--- src/rtl/aes256_io_ctrl.sv ---
// Byte-serial key/plaintext loader and result streamer around a combinational AES-256 core.
// Optional feature: define AES_KEY_REUSE_EN to add key_reuse, which skips the key fetch once a key is loaded.
module aes256_io_ctrl #(
  parameter int SETTLE_CYCLES = 4
) (
  input  logic         clk,
  input  logic         rst_n,
  input  logic         start,
`ifdef AES_KEY_REUSE_EN
  input  logic         key_reuse,
`endif
  output logic [4:0]   key_addr,
  input  logic [7:0]   key_dat,
  output logic [3:0]   inp_addr,
  input  logic [7:0]   inp_dat,
  output logic [255:0] core_key,
  output logic [127:0] core_inp,
  input  logic [127:0] core_out,
  output logic [3:0]   outp_addr,
  output logic [7:0]   outp_dat,
  output logic         outp_we,
  output logic         busy,
  output logic         done
);

  localparam int SW = (SETTLE_CYCLES > 1) ? $clog2(SETTLE_CYCLES) : 1;
  localparam logic [SW-1:0] SETTLE_LAST = SW'(SETTLE_CYCLES - 1);

  typedef enum logic [2:0] {IDLE, LOAD_KEY, LOAD_INP, DRAIN, SETTLE, WRITE, DONE} state_t;

  state_t          state_q, state_d;
  logic [4:0]      key_addr_q, key_addr_d;
  logic [3:0]      inp_addr_q, inp_addr_d;
  logic            key_pend_q, key_pend_d;
  logic [4:0]      key_lane_q, key_lane_d;
  logic            inp_pend_q, inp_pend_d;
  logic [3:0]      inp_lane_q, inp_lane_d;
  logic            key_loaded_q, key_loaded_d;
  logic [SW-1:0]   settle_cnt_q, settle_cnt_d;
  logic [127:0]    cap_q, cap_d;
  logic [255:0]    core_key_q, core_key_d;
  logic [127:0]    core_inp_q, core_inp_d;
  logic [3:0]      outp_addr_q, outp_addr_d;
  logic [7:0]      outp_dat_q, outp_dat_d;
  logic            outp_we_q, outp_we_d;
  logic            busy_q, busy_d;
  logic            done_q, done_d;
  logic            reuse_ok;

  always_comb begin
`ifdef AES_KEY_REUSE_EN
    reuse_ok = key_reuse & key_loaded_q;
`else
    reuse_ok = 1'b0;
`endif
    state_d      = state_q;
    key_addr_d   = key_addr_q;
    inp_addr_d   = inp_addr_q;
    key_pend_d   = 1'b0;
    key_lane_d   = key_addr_q;
    inp_pend_d   = 1'b0;
    inp_lane_d   = inp_addr_q;
    key_loaded_d = key_loaded_q;
    settle_cnt_d = settle_cnt_q;
    cap_d        = cap_q;
    core_key_d   = core_key_q;
    core_inp_d   = core_inp_q;
    outp_addr_d  = 4'd0;
    outp_dat_d   = 8'd0;
    outp_we_d    = 1'b0;
    done_d       = 1'b0;

    // Read data arrives one cycle after its address; retire it into the lane remembered for it.
    if (key_pend_q) core_key_d[{~key_lane_q, 3'b000} +: 8] = key_dat;
    if (inp_pend_q) core_inp_d[{~inp_lane_q, 3'b000} +: 8] = inp_dat;

    case (state_q)
      IDLE: begin
        if (start) state_d = reuse_ok ? LOAD_INP : LOAD_KEY;
      end
      LOAD_KEY: begin
        key_pend_d = 1'b1;
        if (key_addr_q == 5'd31) begin
          key_addr_d   = 5'd0;
          key_loaded_d = 1'b1;
          state_d      = LOAD_INP;
        end else begin
          key_addr_d = key_addr_q + 5'd1;
        end
      end
      LOAD_INP: begin
        inp_pend_d = 1'b1;
        if (inp_addr_q == 4'd15) begin
          inp_addr_d = 4'd0;
          state_d    = DRAIN;
        end else begin
          inp_addr_d = inp_addr_q + 4'd1;
        end
      end
      DRAIN: begin
        settle_cnt_d = '0;
        state_d      = SETTLE;
      end
      SETTLE: begin
        if (settle_cnt_q == SETTLE_LAST) begin
          cap_d      = core_out;
          outp_we_d  = 1'b1;
          outp_dat_d = core_out[127:120];
          state_d    = WRITE;
        end else begin
          settle_cnt_d = settle_cnt_q + SW'(1);
        end
      end
      WRITE: begin
        if (outp_addr_q == 4'd15) begin
          done_d  = 1'b1;
          state_d = DONE;
        end else begin
          outp_we_d   = 1'b1;
          outp_addr_d = outp_addr_q + 4'd1;
          outp_dat_d  = cap_q[{~outp_addr_d, 3'b000} +: 8];
        end
      end
      DONE:    state_d = IDLE;
      default: state_d = IDLE;
    endcase

    busy_d = (state_d != IDLE);
  end

  always_ff @(posedge clk) begin
    if (!rst_n) begin
      state_q      <= IDLE;
      key_addr_q   <= 5'd0;
      inp_addr_q   <= 4'd0;
      key_pend_q   <= 1'b0;
      key_lane_q   <= 5'd0;
      inp_pend_q   <= 1'b0;
      inp_lane_q   <= 4'd0;
      key_loaded_q <= 1'b0;
      settle_cnt_q <= '0;
      cap_q        <= 128'd0;
      core_key_q   <= 256'd0;
      core_inp_q   <= 128'd0;
      outp_addr_q  <= 4'd0;
      outp_dat_q   <= 8'd0;
      outp_we_q    <= 1'b0;
      busy_q       <= 1'b0;
      done_q       <= 1'b0;
    end else begin
      state_q      <= state_d;
      key_addr_q   <= key_addr_d;
      inp_addr_q   <= inp_addr_d;
      key_pend_q   <= key_pend_d;
      key_lane_q   <= key_lane_d;
      inp_pend_q   <= inp_pend_d;
      inp_lane_q   <= inp_lane_d;
      key_loaded_q <= key_loaded_d;
      settle_cnt_q <= settle_cnt_d;
      cap_q        <= cap_d;
      core_key_q   <= core_key_d;
      core_inp_q   <= core_inp_d;
      outp_addr_q  <= outp_addr_d;
      outp_dat_q   <= outp_dat_d;
      outp_we_q    <= outp_we_d;
      busy_q       <= busy_d;
      done_q       <= done_d;
    end
  end

  assign key_addr  = key_addr_q;
  assign inp_addr  = inp_addr_q;
  assign core_key  = core_key_q;
  assign core_inp  = core_inp_q;
  assign outp_addr = outp_addr_q;
  assign outp_dat  = outp_dat_q;
  assign outp_we   = outp_we_q;
  assign busy      = busy_q;
  assign done      = done_q;

endmodule

--- config.mk ---
export PLATFORM = sky130hd
export DESIGN_NAME = aes256_io_ctrl
export DESIGN_NICKNAME = d
export VERILOG_FILES = /design/src/rtl/aes256_io_ctrl.sv
export SDC_FILE = /design/constraint.sdc
export NUM_CORES = 1
export LEC_CHECK = 0
export ABC_AREA = 1
export CORE_ASPECT_RATIO = 0.5
export CORE_MARGIN = 8
export CORE_UTILIZATION = 49
export DETAILED_ROUTE_END_ITERATION = 8
export GPL_TIMING_DRIVEN = 0
export PLACE_DENSITY_LB_ADDON = 0.15
export SYNTH_ARGS = -nofsm -noshare
export SYNTH_HDL_FRONTEND = slang
export SYNTH_SLANG_ARGS = --single-unit
--- constraint.sdc ---
create_clock -name clk -period 2.5 [get_ports clk]
set_input_delay 0.375 -clock clk [delete_from_list [all_inputs] [get_ports clk]]
set_output_delay 0.375 -clock clk [all_outputs]
set_load 0.1 [all_outputs]
==> summary.md <==
| Metric | Value |
|---|---|
| Worst Setup End Kind | `primary output` |
| Worst setup margin | `around 8.4 ps` |
| DR DRC count | `0` |
| Total die area | `roughly 52000 µm²` |
| Fin Hold WS | `between 400 and 500 ps` |
| Area Overhead vs Synth | `38.4%` |
| Final min period | `approximately 2500 ps` |
| Final WL | `roughly 81 mm` |
| Routability Congestion | `~0.95` |
| Critical path fanouts, max | `2` |
| Crit path max-delay family | `buffers and inverters` |
| CP Data Required Time | `around 2100 ps` |
| Leakage power | `12.5 nW` |
| Post-synth top area cell | `dfxtp_1` |
| Ports | `approximately 560` |
| Worst min-delay path class | `in2reg` |
| Crit path launch type | `register` |
| Mapped Area | `about 22000 µm²` |
| Filler cell count | `3770` |
| Post-Syn Instances | `~3000` |
| Hold buffer count at cts | `0` |
| CTS Buf Count | `48` |
| GR Overflow Total | `0` |
| Post-Syn Area per Cell | `roughly 7 µm²` |
| Largest net degree at the start of global routing | `16` |
| CTS tree | `yes` |
| H-tree levels | `2` |
| Worst slew pin tran | `roughly 1100 ps` |
| Clk root buf | `clkbuf_16` |
| Dominant cells by area after synthesis | `dfxtp_1, nand2_1, nor2_1, a21oi_1, nand3_1` |
| Fmax | `about 400 MHz` |
| Crit path arrival time | `between 2000 and 2500 ps` |
| Final hold violation count | `0` |
| WP buf/inv | `1` |
| Layout Utilization | `between 60 and 70%` |
| Cell with the most instances after synthesis | `nand2_1` |
| Fin nets | `approximately 3800` |
| Initial antenna violation count | `4` |
| Max clock buf depth | `3` |
| All-Layer GR Usage | `28.8%` |
| Final setup violation count | `0` |
| Vias in the first global route | `~21000` |
| Worst Reg-to-Reg Cells | `8` |
| Multi-input gate area | `around 9500 µm²` |
| Storage element area | `11100 µm²` |
| Post-synthesis sequential area ratio | `about half` |
| Place WS | `-453 ps` |
| Count of final max-slew check failures | `0` |
| Core box area | `between 40000 and 50000 µm²` |
| Clock Sinks | `552` |
| I/O Buffers | `~550` |
| Routed WL per cell | `around 19 µm` |
| Hold Crit Depth | `3` |
| Crit share post-route | `between 90% and 100%` |
| Vias/cell | `around 5.3` |
| CP cell instances | `clkdlybuf4s50_1` |
| Number of synthesized flops with an enable pin | `0` |
| CP max stage cell | `clkdlybuf4s50_1` |
| Die height | `about 160 µm` |
| Detailed Place HPWL | `a little over 60 mm` |
| Iteration-0 DRC Markers | `2343` |
| Kind of critical path | `reg2out` |
| Flops & latches, synth | `roughly 550` |
| Synth async-reset ratio | `0%` |
| Layout cells sized above 1 | `5.24%` |
| Crit-path max cell delay | `about 1200 ps` |
| Unrepaired setup endpoints after global routing | `yes` |
| Die Wd | `between 300 and 400 µm` |
| First-pass GRT wire length | `around 120 mm` |
| Rel. slew slack | `26.4%` |
| Clock Latency Late Sink | `around 560 ps` |
| Top_reg_cell synth | `dfxtp_1` |
| Ys Warns | `0` |
| Crit path depth | `1` |
| Worst-path clk slew | `approximately 70 ps` |
| Site Rows | `54` |
| DR pass1 iterations | `9` |
| Vias | `roughly 23000` |
| Post-route ant nets | `0` |
| Synth top area share | `between 50% and 60%` |
| Fin Clk Skew | `10.5 ps` |
| Most frequent cells after synthesis | `nand2_1, dfxtp_1, nor2_1, a21oi_1, nand3_1` |
| Status | `finished, final reports clean` |
| Post-synthesis cell type count | `30` |
| Max-Cap Viols | `0` |
| Initial Utilization | `between 40% and 50%` |
| VDD IR max | `437 µV` |
| Cell area power density | `592 nW/µm²` |
| Syn Nets | `approximately 3200` |
[final cells by class]
class                   count  share of cell area (%)
multi-input cells        2110                    31.4
diodes                      4                  0.0333
flip-flops and latches    552                    36.7
repair buffers            557                    18.8
clock buffers              70                    4.74
inverters                 202                    2.55
clock inverters            16                   0.711
plain buffers             178                    2.53
well taps                 588                    2.45
[stage by stage]
step	area (µm²)	TNS, ps	instances	power [mW]
5_1_grt	30100	-265	4277	18.3
2_1_floorplan	21700	0	3042	9.60
3_3_place_gp	28000	-16620	4179	10.1
6_report	30100	0	4277	17.8
3_5_place_dp	28000	-19530	4179	10.1
4_1_cts	29600	-198	4265	17.8
[registers in the layout, indices dropped and copies added, names as in the netlist]
name / count
core_inp: 128
core_key: 256
settle_cnt_q: 2
inp_pend_q: 1
busy: 1
inp_addr: 4
key_addr: 5
inp_lane_q: 4
outp_we: 1
done: 1
key_pend_q: 1
outp_addr: 4
key_lane_q: 5
outp_dat: 8
cap_q: 128
state_q: 3
[cells by family after synthesis]
kind of cell | synth area share (%)
DFF | 50.8
and+or+nand+nor | 28.6
xor gates and xnor gates | 0.363
adders and majority gates | 0.575
AOI/OAI and AO/OA | 12.9
buffers and inverters | 6.81
[power breakdown]
group	internal, mW	leakage (nW)	switching, mW
sequential	8.82	4.45	0.0239
clock	4.47	0.807	3.38
combinational	0.367	7.23	0.738
total	13.7	12.5	4.15
[worst paths after layout]
| kind | startpoint | to | slack, ps |
|---|---|---|---|
| setup / recovery | core_key[224] | core_key[224] | 8 |
| hold / removal | key_dat[4] | core_key[196] | 400 |
| setup reg to reg | key_lane_q[0] | core_key[223] | 100 |
| hold reg to reg | cap_q[108] | cap_q[108] | 450 |
[cell usage in the layout (no fill, tap or decap), types with 11 or more instances in the layout]
cell             Yosys  layout
nor2_1             500     482
nand2_1            727     726
buf_1               24      21
clkbuf_1           115     118
clkbuf_16            0      49
buf_2               37      28
nor2_4               0      27
nor3_1              27      27
nand3_1            245     241
a21oi_1            313     313
inv_1              195     195
dlygate4sd2_1        0      30
clkbuf_8             0      12
nor2_2              20      11
o21ai_0            235     235
dfxtp_1            552     550
clkdlybuf4s50_1      0     464
dlymetal6s2s_1       0      55
[repair_timing]
item | in CTS | in global routing
setup buffers | 0 | 8
gates resized for setup | 47 | 125
pin swaps | 0 | 4
setup endpoints to repair | 125 | 440
[per-layer routing]
| metal | global-route usage, % | part of all wire, % |
|---|---|---|
| met1 | 35.1 | 40 |
| met3 | 4.22 | 6.7 |
| met2 | 49.4 | 48 |
| met5 | 0 | 0 |
| met4 | 15.7 | 5.8 |
(Power assumes the default switching activity.)
